===== src/rtl/cavlc_zigzag_stats.sv =====
// CAVLC front end: loads a raster-order 4x4 block, reorders it to zigzag scan order and
// derives TotalCoeff / TrailingOnes / trailing-one signs / TotalZeros behind a valid/ack handshake.
module cavlc_zigzag_stats #(
  parameter int DATA_WIDTH = 8
) (
  input  logic                  CLK,
  input  logic                  RST,
  input  logic [DATA_WIDTH-1:0] coeff_in,
  input  logic                  coeff_valid,
  output logic                  in_ready,
  input  logic [3:0]            rd_idx,
  output logic [DATA_WIDTH-1:0] rd_coeff,
  output logic                  stats_valid,
  input  logic                  stats_ack,
  output logic [4:0]            total_coeff,
  output logic [1:0]            trailing_ones,
  output logic [2:0]            t1_signs,
  output logic [3:0]            total_zeros,
  output logic                  BUSY
);

  localparam logic [1:0] S_IDLE = 2'd0;
  localparam logic [1:0] S_LOAD = 2'd1;
  localparam logic [1:0] S_SCAN = 2'd2;
  localparam logic [1:0] S_DONE = 2'd3;

  logic [1:0]            r_state;
  logic [3:0]            r_wr_cnt;
  logic [3:0]            r_k;
  logic                  r_seen_nz;
  logic                  r_t1_open;
  logic [4:0]            r_total_coeff;
  logic [1:0]            r_trailing_ones;
  logic [2:0]            r_t1_signs;
  logic [3:0]            r_total_zeros;
  logic [DATA_WIDTH-1:0] r_raster [16];
  logic [DATA_WIDTH-1:0] r_zz     [16];

  logic                  w_accept;
  logic [3:0]            w_map;
  logic [DATA_WIDTH-1:0] w_c;
  logic                  w_is_pm1;

  // zigzag position -> raster index
  always_comb begin
    w_map = 4'd0;
    case (r_k)
      4'd0:  w_map = 4'd0;
      4'd1:  w_map = 4'd1;
      4'd2:  w_map = 4'd4;
      4'd3:  w_map = 4'd8;
      4'd4:  w_map = 4'd5;
      4'd5:  w_map = 4'd2;
      4'd6:  w_map = 4'd3;
      4'd7:  w_map = 4'd6;
      4'd8:  w_map = 4'd9;
      4'd9:  w_map = 4'd12;
      4'd10: w_map = 4'd13;
      4'd11: w_map = 4'd10;
      4'd12: w_map = 4'd7;
      4'd13: w_map = 4'd11;
      4'd14: w_map = 4'd14;
      default: w_map = 4'd15;
    endcase
  end

  assign w_c      = r_raster[w_map];
  // equality compare keeps the most negative value out of the +-1 class
  assign w_is_pm1 = (w_c == DATA_WIDTH'(1)) || (w_c == '1);
  assign w_accept = coeff_valid && in_ready;

  assign in_ready      = (r_state == S_IDLE) || (r_state == S_LOAD);
  assign stats_valid   = (r_state == S_DONE);
  assign BUSY          = (r_state != S_IDLE);
  assign rd_coeff      = r_zz[rd_idx];
  assign total_coeff   = r_total_coeff;
  assign trailing_ones = r_trailing_ones;
  assign t1_signs      = r_t1_signs;
  assign total_zeros   = r_total_zeros;

  always_ff @(posedge CLK) begin
    if (!RST) begin
      r_state         <= S_IDLE;
      r_wr_cnt        <= '0;
      r_k             <= '0;
      r_seen_nz       <= 1'b0;
      r_t1_open       <= 1'b1;
      r_total_coeff   <= '0;
      r_trailing_ones <= '0;
      r_t1_signs      <= '0;
      r_total_zeros   <= '0;
      r_raster        <= '{default: '0};
      r_zz            <= '{default: '0};
    end else begin
      case (r_state)
        S_IDLE: begin
          if (w_accept) begin
            r_raster[0] <= coeff_in;
            r_wr_cnt    <= 4'd1;
            r_state     <= S_LOAD;
          end
        end
        S_LOAD: begin
          if (w_accept) begin
            r_raster[r_wr_cnt] <= coeff_in;
            r_wr_cnt           <= r_wr_cnt + 4'd1;
            if (r_wr_cnt == 4'd15) begin
              r_total_coeff   <= '0;
              r_trailing_ones <= '0;
              r_t1_signs      <= '0;
              r_total_zeros   <= '0;
              r_seen_nz       <= 1'b0;
              r_t1_open       <= 1'b1;
              r_k             <= 4'd15;
              r_state         <= S_SCAN;
            end
          end
        end
        S_SCAN: begin
          r_zz[r_k] <= w_c;
          if (w_c != '0) begin
            r_total_coeff <= r_total_coeff + 5'd1;
            r_seen_nz     <= 1'b1;
            if (r_t1_open && w_is_pm1) begin
              r_t1_signs[r_trailing_ones] <= w_c[DATA_WIDTH-1];
              r_trailing_ones             <= r_trailing_ones + 2'd1;
              if (r_trailing_ones == 2'd2) r_t1_open <= 1'b0;
            end else begin
              r_t1_open <= 1'b0;
            end
          end else if (r_seen_nz) begin
            r_total_zeros <= r_total_zeros + 4'd1;
          end
          if (r_k == 4'd0) r_state <= S_DONE;
          else             r_k     <= r_k - 4'd1;
        end
        default: begin
          if (stats_ack) r_state <= S_IDLE;
        end
      endcase
    end
  end

endmodule


===== config.mk =====
export PLATFORM = sky130hd
export DESIGN_NAME = cavlc_zigzag_stats
export DESIGN_NICKNAME = d
export VERILOG_FILES = /design/src/rtl/cavlc_zigzag_stats.sv
export SDC_FILE = /design/constraint.sdc
export NUM_CORES = 1
export LEC_CHECK = 0
export CORE_MARGIN = 8
export CORE_UTILIZATION = 55
export CTS_BUF_LIST = sky130_fd_sc_hd__clkbuf_16
export DETAILED_ROUTE_END_ITERATION = 6
export PLACE_DENSITY = 0.73
export SLEW_MARGIN = 20
export SYNTH_ARGS = -nofsm -noshare
export SYNTH_HDL_FRONTEND = slang
export SYNTH_SLANG_ARGS = --single-unit

===== constraint.sdc =====
create_clock -name CLK -period 3.5 [get_ports CLK]
set_input_delay 0.35 -clock CLK [delete_from_list [all_inputs] [get_ports CLK]]
set_output_delay 0.35 -clock CLK [all_outputs]
set_load 0.01 [all_outputs]

==> summary.md <==
| Metric | Value |
|---|---|
| Run status | complete, no violations |
| Floorplan core area | 0.0235 mm^2 |
| GR Overflow Total | 0 |
| Post-synthesis mux area share | 0.292 |
| Layout cell share with drive strength beyond 1 | 0.130 |
| Final ANT Viol Nets | 0 |
| PD cells | 546 mW/mm^2 |
| Vias in the first global route | 9,222 |
| Simple-Gate Fraction of Synth Area | 0.166 |
| Routed len/inst | 19.3 um |
| Area growth syn-to-layout | 12.9% |
| Post-synth EDFFs | 0 |
| Antenna violations before repair | 0 |
| Inst Count DP | 1,591 |
| Synth Area in XOR/XNOR | 0 |
| Setup ws final | 0.352 ns |
| Worst Skew | 0.0222 ns |
| Post-Syn Instances | 1,287 |
| #FFs+latches synth | 286 |
| Hold_buf cts | 0 |
| Crit Path Max Fanout | 23 |
| RD Place Congestion | 0.829 |
| Final hold vios | 0 |
| Cell Count, Final, Fillers Out | 1,647 |
| Grt met1 use | 0.296 |
| Largest net degree at the start of global routing | 134 |
| Total Power | 8.17 mW |
| CP arrival | 3.57 ns |
| Fin util | 0.635 |
| Register area share after synthesis | 0.432 |
| Setup CP Type | flip-flop to flip-flop |
| Min Tclk post-route | 3.15 ns |
| Peak supply drop | 512 uV |
| DRC | 0 |
| Vias after detailed routing | 9,608 |
| First-pass GRT wire length | 50.8 mm |
| Mapped Area | 0.0132 mm^2 |
| Port Buf Inserts | 40 |
| Post-CTS setup buffers | 0 |
| CTS H-tree lvls | 1 |
| Die width | 171 um |
| Clock buffer depth | 3 |
| Pre-Repair DR Iteration Count | 5 |
| Hold path startpoint | RST |
| Synth warnings | 0 |
| Row count | 56 |
| Hold Path Sink | r_wr_cnt[1] |
| Hold Path Class | input pin to flip-flop |
| Setup TNS | 0 ns |
| CTS clk-pin slew, worst paths | 0.07 ns |
| MaxCap Viol Count | 0 |
| Reg2Reg Depth | 9 |
| # IOs | 41 |
| Die Span Y | 171 um |
| Final nets | 1,344 |
| Final WL | 31.8 mm |
| Initial Util | 0.562 |
| Achievable clock frequency | 318 MHz |
| Worst Hold Depth | 3 |
| Worst setup SP type | flip-flop |
| GRT met3 Usage | 0.0341 |
| Slew Viols, Final | 0 |
| Fin area | 0.0149 mm^2 |
| Worst slew margin | 0.293 |
| PostCTS Resize Cnt | 0 |
| Via/cell ratio | 5.83 |
| CTS tree | done |
| Compound-Gate Fraction of Synth Area | 0.0533 |
| N_diodes | 0 |
| Inserted Clock Buffers | 30 |
| Sink Count | 286 |
| Synth Area in Adders | 0.0227 |
| Met2 Track Usage GR | 0.349 |
| Final Cycle Share | 0.899 |
| Post-DP Area | 0.0140 mm^2 |
| Element type at the critical path end | flip-flop |
| Total GRT Usage | 0.217 |
| Root buffer cell | clkbuf_16 |
| Worst slew pin tran | 1.06 ns |
| Mapped Nets | 1,327 |
| Largest family of logic cells by synthesized area | multiplexers |
| Die footprint | 0.0293 mm^2 |
| Post-synth cell types | 53 |
| DR iter-0 viols | 706 |
| Synth async-reset ratio | 0 |
| Syn Area/Cell | 10.3 um^2 |
| Setup slack, reg-to-reg | 0.35 ns |
| Gr busiest metal | met2 |
| P_leak | 5.64 nW |
| # setup viols final | 0 |
| Worst EP required | 3.92 ns |
| Place WS | 0.375 ns |
| Dpl hpwl | 20.5 mm |
| Hold WS | 0.274 ns |
| Clock Latency Late Sink | 0.56 ns |
| Synth Flop Type | dfxtp_1 |
| Reg2reg start | w_map[1] |
| RSZ-0062 raised after global routing | false |
| Reg-to-reg endpoint | total_coeff[2] |
## registers in the layout, indices dropped and copies added, names as in the netlist
name	flops
total_coeff	5
t1_signs	3
w_map	4
r_t1_open	1
trailing_ones	2
r_zz	128
total_zeros	4
r_seen_nz	1
r_state	2
r_wr_cnt	4
r_k	4
r_raster	128
## placed cells by master (no fill, tap or decap), types with 19 or more instances in the layout
cell / instances
nand2_1: 99
nand3_1: 67
dfxtp_1: 285
clkbuf_16: 30
buf_4: 38
inv_1: 19
nor2_1: 146
ha_1: 24
clkdlybuf4s50_1: 38
mux2i_1: 220
a21oi_1: 55
mux4_2: 70
nor2b_1: 96
## area by class of cell
cell class	count	area [um^2]
fill	1960	8600
multi-input combinational	889	7070
sequential	286	5730
timing repair buffer	82	756
clock buffer	30	751
tap	319	399
clock inverter	26	183
inverter	15	58.8
## power by group
group / leakage (nW) / internal (mW) / switching (mW)
Clock: 0.488 / 1.70 / 1.31
Sequential: 2.31 / 3.34 / 0.0977
Combinational: 2.85 / 0.628 / 1.08
## worst max-delay path, cell delays in order, from the launching register on
cell and delay (ns):
dfxtp_1 0.48, buf_4 0.40, mux4_2 0.36, a22oi_1 0.24, nand3_2 0.11, or4_4 0.61
o21ai_1 0.25, mux2_2 0.36, a22oi_1 0.14, nor2_1 0.06
## Yosys cell counts (2+ instances only)
cell       number  area [um^2]
and3_1          4         25.0
nand4_1        10         62.6
a211oi_1        3         22.5
mux4_1          2         52.6
nand2b_1        4         25.0
or4_4           2         22.5
or2_2           2         12.5
a221oi_1        2         17.5
or3_1           4         25.0
or4_1           2         15.0
ha_1           24          300
a22oi_1         9         67.6
a32oi_1         2         17.5
o21ai_0        18         90.1
nor2b_1        96          601
a21oi_1        55          275
mux4_2         70         1580
nand3_1        67          335
o22ai_1         2         12.5
dfxtp_1       286         5730
a31oi_1         4         25.0
mux2_2          2         22.5
o2111ai_1       2         17.5
o211ai_1        5         37.5
clkbuf_1       80          300
mux2i_1       221         2210
buf_1          13         48.8
nand2_1        99          372
nor3b_1         2         15.0
nand4b_1        2         17.5
inv_1          14         52.6
o22a_1          2         17.5
nor2_1        146          548
nand3_2         4         40.0
a21boi_0        9         67.6
## kinds of logic (layout without fill, tap and decap cells)
family          count (synthesis)  in the layout
compound gates                118            118
mux                           295            295
simple gates                  452            452
flops                         286            286
fa+ha+maj                      24             24
buf+inv                       112            153
## how the worst max path moves through the flow
stage,to,from,slack [ns],cells past startpoint
after global routing,w_map[2],r_state[1],0.15,13
after global placement,total_coeff[2],w_map[1],0.43,9
after detailed placement,total_coeff[2],w_map[1],0.37,9
after floorplan,total_coeff[2],w_map[1],0.46,10
after CTS,total_coeff[2],w_map[1],0.36,9
final,total_coeff[2],w_map[1],0.35,9
## per-layer routing
layer,wire length [um],vias to the layer above
li1,-,4584
met1,14300,4688
met2,14700,287
met3,1940,49
met4,792,0
met5,0,-
(Power assumes the default switching activity.)
